`src/rtl/tcb_phy_converter.sv`:
```
// TCB size/offset to byte-lane converter: requests are lane-placed combinationally,
// responses are realigned with request metadata held for the fixed response delay.
module tcb_phy_converter #(
  parameter int unsigned DLY = 1,
  parameter int unsigned ADR = 32,
  parameter int unsigned DAT = 32,
  parameter int unsigned ORD = 0
)(
  input  logic             clk,
  input  logic             rst,
  input  logic             sub_vld,
  output logic             sub_rdy,
  input  logic             sub_wen,
  input  logic [ADR-1:0]   sub_adr,
  input  logic [1:0]       sub_siz,
  input  logic [DAT-1:0]   sub_wdt,
  output logic [DAT-1:0]   sub_rdt,
  output logic             sub_err,
  output logic             man_vld,
  input  logic             man_rdy,
  output logic             man_wen,
  output logic [ADR-1:0]   man_adr,
  output logic [DAT/8-1:0] man_ben,
  output logic [DAT-1:0]   man_wdt,
  input  logic [DAT-1:0]   man_rdt,
  input  logic             man_err,
  output logic             mal
);

  localparam int unsigned BEN = DAT / 8;
  localparam int unsigned MAX = $clog2(BEN);
  localparam int unsigned OFW = (MAX > 0) ? MAX : 1;
  localparam logic [OFW-1:0] OFM = OFW'(BEN - 1);

  typedef struct packed {
    logic [OFW-1:0] off;
    logic [1:0]     siz;
    logic           mal;
  } meta_t;

  meta_t                req;
  meta_t                rsp;
  logic [BEN-1:0][7:0]  wdt_b;
  logic [BEN-1:0][7:0]  wdt_lane;
  logic [BEN-1:0][7:0]  rdt_lane;
  logic [BEN-1:0][7:0]  rdt_b;
  logic [OFW-1:0]       w_idx;
  logic [OFW-1:0]       w_src;
  logic [OFW-1:0]       r_idx;
  logic [OFW-1:0]       r_lane;

  // Handshake: a transfer happens on a rising clk edge where sub_vld and sub_rdy are
  // both high; valid/ready pass straight through, so downstream sees the same edge.
  assign man_vld = sub_vld;
  assign sub_rdy = man_rdy;
  assign man_wen = sub_wen;
  assign man_adr = sub_adr;

  always_comb begin
    req.siz = (sub_siz > 2'(MAX)) ? 2'(MAX) : sub_siz;
    req.off = sub_adr[OFW-1:0] & OFM;
    req.mal = sub_vld & ((req.off & OFW'((1 << req.siz) - 1)) != '0);
  end

  assign mal   = req.mal;
  assign wdt_b = sub_wdt;

  // Walk the lanes: each lane finds its relative byte index from the offset.
  always_comb begin
    man_ben  = '0;
    wdt_lane = '0;
    w_idx    = '0;
    w_src    = '0;
    for (int j = 0; j < BEN; j++) begin
      w_idx = (OFW'(j) - req.off) & OFM;
      if (int'(w_idx) < (1 << req.siz)) begin
        w_src       = (ORD != 0) ? (OFW'((1 << req.siz) - 1) - w_idx) : w_idx;
        man_ben[j]  = 1'b1;
        wdt_lane[j] = wdt_b[w_src];
      end
    end
  end

  assign man_wdt = wdt_lane;

  generate
    if (DLY == 0) begin : g_nodly
      assign rsp = rst ? req : '0;
    end else begin : g_dly
      meta_t pipe [DLY];
      always_ff @(posedge clk or negedge rst) begin
        if (!rst) begin
          for (int i = 0; i < DLY; i++) pipe[i] <= '0;
        end else begin
          pipe[0] <= req;
          for (int i = 1; i < DLY; i++) pipe[i] <= pipe[i-1];
        end
      end
      assign rsp = pipe[DLY-1];
    end
  endgenerate

  assign rdt_lane = man_rdt;

  // Inverse of the write mapping, using the metadata of the responding request.
  always_comb begin
    rdt_b  = '0;
    r_idx  = '0;
    r_lane = '0;
    for (int i = 0; i < BEN; i++) begin
      if (i < (1 << rsp.siz)) begin
        r_idx    = (ORD != 0) ? OFW'((1 << rsp.siz) - 1 - i) : OFW'(i);
        r_lane   = (rsp.off + r_idx) & OFM;
        rdt_b[i] = rdt_lane[r_lane];
      end
    end
  end

  assign sub_rdt = rdt_b;
  assign sub_err = man_err | rsp.mal;

endmodule

```
`config.mk`:
```
export PLATFORM = sky130hd
export DESIGN_NAME = tcb_phy_converter
export DESIGN_NICKNAME = d
export VERILOG_FILES = /design/src/rtl/tcb_phy_converter.sv
export SDC_FILE = /design/constraint.sdc
export NUM_CORES = 1
export LEC_CHECK = 0
export ABC_AREA = 1
export BUFFER_PORTS_ARGS = -buffer_cell sky130_fd_sc_hd__buf_2
export CAP_MARGIN = 20
export CORE_UTILIZATION = 41
export CTS_CLUSTER_DIAMETER = 200
export DETAILED_ROUTE_END_ITERATION = 8
export PLACE_DENSITY = 0.82
export SYNTH_ARGS = -nofsm -noshare
export SYNTH_HDL_FRONTEND = slang
export SYNTH_SLANG_ARGS = --single-unit
```
`constraint.sdc`:
```
create_clock -name clk -period 1.6 [get_ports clk]
set_input_delay 0.16 -clock clk [delete_from_list [all_inputs] [get_ports clk]]
set_output_delay 0.16 -clock clk [all_outputs]
set_load 0.005 [all_outputs]
```
==> results of run 1 <==
-- metrics by stage --
step | total power [mW] | util | cells | setup WS [ns]
after floorplan | 0.800 | - | 570 | 0.245
after global placement | 1.07 | 0.509 | 736 | 0.0952
after detailed placement | 1.10 | 0.509 | 736 | -0.0253
after CTS | 1.36 | 0.524 | 742 | 0.0154
after global routing | 1.51 | 0.530 | 742 | -0.0747
final | 1.37 | 0.530 | 742 | 0.0280
-- worst max-delay path: stages (launching register included) --
cell and delay [ns]:
sky130_fd_sc_hd__dfrtp_2 0.45, sky130_fd_sc_hd__buf_12 0.19, sky130_fd_sc_hd__nand2_1 0.07, sky130_fd_sc_hd__nand2_1 0.06
sky130_fd_sc_hd__and2_1 0.16, sky130_fd_sc_hd__nor2_1 0.13, sky130_fd_sc_hd__buf_2 0.13
-- synth_stat cells --
| master | number | area [µm²] |
|---|---|---|
| sky130_fd_sc_hd__inv_4 | 2 | 12.5 |
| sky130_fd_sc_hd__or2_2 | 2 | 12.5 |
| sky130_fd_sc_hd__buf_1 | 1 | 3.75 |
| sky130_fd_sc_hd__a21oi_1 | 1 | 5.00 |
| sky130_fd_sc_hd__clkbuf_1 | 4 | 15.0 |
| sky130_fd_sc_hd__inv_2 | 2 | 7.51 |
| sky130_fd_sc_hd__nor2_1 | 78 | 293 |
| sky130_fd_sc_hd__nor2_2 | 2 | 12.5 |
| sky130_fd_sc_hd__o21ai_1 | 3 | 15.0 |
| sky130_fd_sc_hd__o21a_1 | 8 | 60.1 |
| sky130_fd_sc_hd__nand2_4 | 1 | 11.3 |
| sky130_fd_sc_hd__o21ai_0 | 8 | 40.0 |
| sky130_fd_sc_hd__and2_1 | 8 | 50.1 |
| sky130_fd_sc_hd__inv_1 | 66 | 248 |
| sky130_fd_sc_hd__dfrtp_1 | 5 | 125 |
| sky130_fd_sc_hd__nand2_1 | 264 | 991 |
| sky130_fd_sc_hd__buf_2 | 8 | 40.0 |
| sky130_fd_sc_hd__buf_4 | 41 | 308 |
| sky130_fd_sc_hd__buf_6 | 9 | 101 |
| sky130_fd_sc_hd__nand2_2 | 6 | 37.5 |
| sky130_fd_sc_hd__ha_1 | 2 | 25.0 |
| sky130_fd_sc_hd__nand3_1 | 49 | 245 |
-- what timing repair did --
action                                 in CTS  in global routing
pin swaps                                   1                  2
endpoints found under the hold margin       5                  0
gates resized for setup                     9                 13
setup buffers                               1                  0
setup endpoints to repair                  38                 44
hold buffers                                1                  0
-- metal layers --
metal / up-vias / wire length (µm) / GRT usage
met4: 0 / 160 / 0.0948
met2: 189 / 3980 / 0.417
met5: - / 0 / 0
li1: 1851 / - / -
met3: 20 / 767 / 0.0385
met1: 1596 / 3300 / 0.259
-- cell type report --
cell class	instances	area share
Multi-Input combinational cell	432	0.569
Timing Repair Buffer	156	0.265
Inverter	70	0.0844
Sequential cell	5	0.0391
Tap cell	75	0.0290
Clock buffer	4	0.0139
-- where the power goes --
part	switching (mW)	internal, mW	leakage [nW]
registers	0.00637	0.134	0.0598
clock network	0.0628	0.171	0.0228
logic	0.574	0.419	2.13
-- final timing paths --
check / endpoint / slack [ns]
worst max-delay path: sub_rdt[30] / 0.03
worst min-delay path: g_dly.pipe[1]$_DFF_PN0_ / 0.13
max in group asynchronous: g_dly.pipe[3]$_DFF_PN0_ / 1.17
min in group asynchronous: g_dly.pipe[0]$_DFF_PN0_ / 0.28
-- cells by family (layout without fill, tap and decap cells) --
logic type                 after synthesis  after routing  share of synthesized area
and+or+nand+nor                        410            410                      0.622
AOI/OAI and AO/OA                       20             20                     0.0452
buffers and inverters                  133            230                      0.277
DFF                                      5              5                     0.0471
adders and majority gates                2              2                    0.00941
-- cell usage in the layout, fill, tap and decap left out, drive strengths merged --
cell,n
o21a,8
a21oi,1
buf,155
o21ai,11
nand3,49
inv,70
nand2,271
dlygate4sd3,1
dfrtp,5
or2,2
nor2,80
clkbuf,4
ha,2
and2,8
==> results.py, run 1 <==
metrics = {
    "outcome": {
        "status": "finished clean",
    },
    "floorplanning": {
        "die_w_um": 82.5,
        "core.rowCount": 28,
        "floorplan.core_area_mm2": 0.00610,
        "initial_core_util": 0.436,
        "total_die_area_mm2": 0.00681,
        "die_h_um": 82.5,
        "io_pins": 209,
    },
    "drt": {
        "first_iter_violations": 130,
        "route.detailed.vias_per_inst": 4.93,
        "drt_pass1_iterations": 5,
        "detail-route-antenna-nets": 0,
        "route.detailed.wl_per_inst_um": 11.1,
        "dr_total_vias": 3656,
        "drcViolationCount": 0,
        "routed_wl_mm": 8.20,
    },
    "timing": {
        "final_max_slew_viol_count": 0,
        "max_slew_margin": 0.750,
        "clock.fmax_mhz": 636,
        "hold_violations": 0,
        "period_needed_ns": 1.57,
        "final.hold.worst_slack_ns": 0.129,
        "layout_worst_path_cycle_share": 0.982,
        "rsz0062_at_grt": "true",
        "finalSetupViolCount": 0,
        "worst_pin_slew_ns": 0.374,
        "tns_ns": 0,
    },
    "clock_tree": {
        "cts-root-buf": "sky130_fd_sc_hd__clkbuf_8",
        "clock_sink_count": 5,
        "worst_setup_hold_path_clk_slew_ns": 0.04,
        "cts.htree.levels": 1,
        "cts_buffers": 3,
        "tritoncts": "built",
        "cts_max_path_buffers": 2,
    },
    "grt": {
        "antenna_found_initial": 0,
        "groute.usage.overall": 0.228,
        "overflow": 0,
        "grt_max_degree": 38,
        "grt_pass1_wl_mm": 12.6,
        "first_global_vias": 3091,
    },
    "run": {
        "drv.max_cap_violation_count": 0,
    },
    "placement": {
        "place.port_buffers": 144,
        "dpl_cell_area_mm2": 0.00311,
        "gp_congestion": 0.846,
        "detailedPlacementHpwl_mm": 6.56,
    },
    "final_layout": {
        "post_route_cell_area_mm2": 0.00323,
        "largest_register_ffs": 5,
        "sequential_cell_area_um2": 126,
        "filler_cell_count": 656,
        "final_layout_size_suffix_gt1_frac": 0.277,
        "multi_input_comb_area_mm2": 0.00184,
        "nets": 774,
        "antenna_fix_cells": 0,
        "top_register": "g_dly.pipe",
        "area_growth_syn_to_layout_pct": 21.5,
        "reg_top3": "g_dly.pipe: 5 flops",
    },
    "worst_hold_path": {
        "worstHoldPathType": "primary input to flop",
        "worst_hold_startpoint": "sub_siz[1]",
        "number_of_cells_traversed_by_the_worst_hold_path": 2,
    },
    "logic_synthesis": {
        "postSynthRegisterBits": 5,
        "syn-mean-instance-area_um2": 4.66,
        "sequential_fraction_of_the_synthesis_area": 0.0471,
        "synthCells": 570,
        "postSynthNetCount": 676,
        "yosys_warnings": 0,
        "post_synth_instance_area_mm2": 0.00266,
        "synth.lib_cells_used.distinct": 22,
    },
    "worst_setup_path": {
        "critPathMaxFanout": 37,
        "critical_path_arrival_ns": 1.41,
        "timing.critical_path.from": "g_dly.pipe[3]$_DFF_PN0_",
        "critPathLaunchType": "flop",
        "crit_path_end_kind": "output port",
        "cp.required_ns": 1.44,
        "timing.setup.critical_path_class": "flop to output port",
    },
    "power": {
        "power.density_mw_per_mm2": 423,
        "p_leak_nw": 2.22,
        "ir_drop_v": 0.000438,
    },
}
(Power assumes the default switching activity.)
==> run 2, diff against run 1 <==
--- a/config.mk
+++ b/config.mk
@@ -8,10 +8,12 @@
 export ABC_AREA = 1
 export BUFFER_PORTS_ARGS = -buffer_cell sky130_fd_sc_hd__buf_2
 export CAP_MARGIN = 20
-export CORE_UTILIZATION = 41
+export CORE_UTILIZATION = 29
 export CTS_CLUSTER_DIAMETER = 200
 export DETAILED_ROUTE_END_ITERATION = 8
-export PLACE_DENSITY = 0.82
+export PLACE_DENSITY = 0.61
+export SETUP_SLACK_MARGIN = 0.1
 export SYNTH_ARGS = -nofsm -noshare
 export SYNTH_HDL_FRONTEND = slang
 export SYNTH_SLANG_ARGS = --single-unit
+export TNS_END_PERCENT = 30
==> run 2 against run 1 <==
Compared with the run above: the flow now finishes with violations (design-rule violations); combinational power increased by 8%; wire length increased by 7.2%; utilization decreased by 13 points; cell area increased by 8.4%; sequential cell count unchanged; critical path depth increased by 2; non-clock buffer count increased by 13; via count decreased by 1.9%; critical path type unchanged; hold slack improved by 0.085 ns; sequential share of layout area decreased by 0.27 points; clock power decreased by 2%; first-iteration DRC count increased by 26%.
==> results.py, run 2 (same netlist as run 1, synthesis figures left out) <==
metrics = {
    "final_layout": {
        "filler_cell_count": 1059,
        "final_layout_size_suffix_gt1_frac": 0.322,
        "top_register": "g_dly.pipe",
        "nets": 788,
        "antenna_fix_cells": 0,
        "reg_top3": "g_dly.pipe: 5 flops",
        "largest_register_ffs": 5,
        "area_growth_syn_to_layout_pct": 31.7,
        "most_common_library_cell_in_the_layout_ignoring_fill_and_taps": "sky130_fd_sc_hd__nand2_1",
        "most-common-layout-cells": "sky130_fd_sc_hd__nand2_1, sky130_fd_sc_hd__buf_2, sky130_fd_sc_hd__nor2_1",
    },
    "worst_hold_path": {
        "worstHoldPathType": "primary input to flop",
        "worst_hold_startpoint": "sub_vld",
        "hold-path-endpoint": "g_dly.pipe[0]$_DFF_PN0_",
        "number_of_cells_traversed_by_the_worst_hold_path": 3,
    },
    "drt": {
        "dr_total_vias": 3586,
        "routed_wl_mm": 8.79,
        "detail-route-antenna-nets": 0,
        "drcViolationCount": 30,
        "route.detailed.vias_per_inst": 4.54,
        "route.detailed.wl_per_inst_um": 11.1,
        "first_iter_violations": 164,
        "drt_pass1_iterations": 7,
    },
    "floorplanning": {
        "die_h_um": 97.8,
        "total_die_area_mm2": 0.00956,
        "floorplan.core_area_mm2": 0.00881,
        "initial_core_util": 0.302,
        "io_pins": 209,
        "core.rowCount": 34,
        "die_w_um": 97.8,
    },
    "timing": {
        "clock.fmax_mhz": 646,
        "max_slew_margin": 0.791,
        "period_needed_ns": 1.55,
        "worst_pin_slew_ns": 0.313,
        "fin_ws_ns": 0.0511,
        "hold_violations": 0,
        "final.hold.worst_slack_ns": 0.214,
        "final_max_slew_viol_count": 0,
        "finalSetupViolCount": 0,
        "layout_worst_path_cycle_share": 0.968,
        "rsz0062_at_grt": "true",
    },
    "clock_tree": {
        "cts_buffers": 3,
        "cts.htree.levels": 1,
        "cts-root-buf": "sky130_fd_sc_hd__clkbuf_8",
        "tritoncts": "built",
        "worst_setup_hold_path_clk_slew_ns": 0.03,
        "clock_sink_count": 5,
        "cts_max_path_buffers": 2,
    },
    "outcome": {
        "violated_checks": "design-rule violations",
        "status": "complete, but fails checks",
    },
    "power": {
        "total_power_mw": 1.44,
        "ir_drop_v": 0.000164,
        "p_leak_nw": 2.30,
        "power.density_mw_per_mm2": 411,
    },
    "grt": {
        "first_global_vias": 3134,
        "overflow": 0,
        "grt_pass1_wl_mm": 14.4,
        "antenna_found_initial": 0,
        "groute.usage.overall": 0.180,
        "grt_max_degree": 19,
    },
    "worst_setup_path": {
        "crit_path_end_kind": "output port",
        "critPathLaunchType": "flop",
        "timing.setup.critical_path_class": "flop to output port",
        "cp.required_ns": 1.44,
        "critical_path_arrival_ns": 1.39,
        "critPathMaxFanout": 10,
    },
    "placement": {
        "detailedPlacementHpwl_mm": 7.02,
        "post-place-ws_ns": -0.0270,
        "place.port_buffers": 144,
        "gp_congestion": 0.852,
    },
    "run": {
        "drv.max_cap_violation_count": 0,
    },
}
## run 2: changes by cell type in the layout (fill, tap and decap cells not counted), sizes merged
cell	delta
buf	+13
nand2	+1
## run 2: worst max-delay path by stage
stage / from / to / slack [ns] / cells after the start
2_1_floorplan: sub_adr[1] / man_ben[1] / 0.25 / 8
5_1_grt: g_dly.pipe[4]$_DFF_PN0_ / sub_rdt[28] / -0.05 / 6
4_1_cts: g_dly.pipe[3]$_DFF_PN0_ / sub_rdt[8] / 0.04 / 7
6_report: g_dly.pipe[3]$_DFF_PN0_ / sub_rdt[10] / 0.05 / 8
3_5_place_dp: sub_siz[0] / man_wdt[29] / -0.03 / 10
3_3_place_gp: sub_siz[0] / man_wdt[29] / 0.009 / 10
## run 2: cell type report
class | instances | area [µm²] | area share
clock buffer | 4 | 45.0 | 0.0129
inverter | 70 | 270 | 0.0772
multi-input combinational | 433 | 1960 | 0.560
sequential | 5 | 128 | 0.0365
tap | 108 | 135 | 0.0386
timing repair buffer | 169 | 961 | 0.274
## run 2: report_power, final
part / switching [mW] / internal, mW / leakage, nW
logic: 0.604 / 0.463 / 2.22
clock network: 0.0596 / 0.171 / 0.0228
registers: 0.00787 / 0.134 / 0.0588
total: 0.671 / 0.769 / 2.30
## run 2: layer usage
layer	vias to the layer above	global-route usage	share of wire
li1	1887	-	-
met3	6	0.0215	0.076
met4	0	0.0268	0.0028
met2	117	0.339	0.49
met5	-	0	0
met1	1576	0.221	0.43
## run 2: repair_timing
item                                    in CTS  in global routing
pin swaps                                    4                 13
setup buffers                                1                  0
gates resized for setup                     22                 40
endpoints found under the setup margin      41                 56
gates cloned                                 1                  0
endpoints found under the hold margin        5                  0
hold buffers                                 1                  0
## run 2: worst max-delay path: stages, from the launching register on
cell and delay [ns]:
sky130_fd_sc_hd__dfrtp_2 0.43, sky130_fd_sc_hd__inv_4 0.07, sky130_fd_sc_hd__buf_12 0.14, sky130_fd_sc_hd__nand2_8 0.09, sky130_fd_sc_hd__nand2_8 0.08, sky130_fd_sc_hd__nand2_1 0.06
sky130_fd_sc_hd__nand2_1 0.04, sky130_fd_sc_hd__nor2_1 0.13, sky130_fd_sc_hd__buf_2 0.13
## run 2: stage by stage
stage | instances | setup TNS [ns] | area [µm²] | util
floorplan | 570 | 0 | 2660 | -
global placement | 782 | 0 | 3220 | 0.366
detailed placement | 782 | -0.0378 | 3220 | 0.366
CTS | 789 | 0 | 3370 | 0.383
global route | 789 | -0.262 | 3500 | 0.398
finish | 789 | 0 | 3500 | 0.398
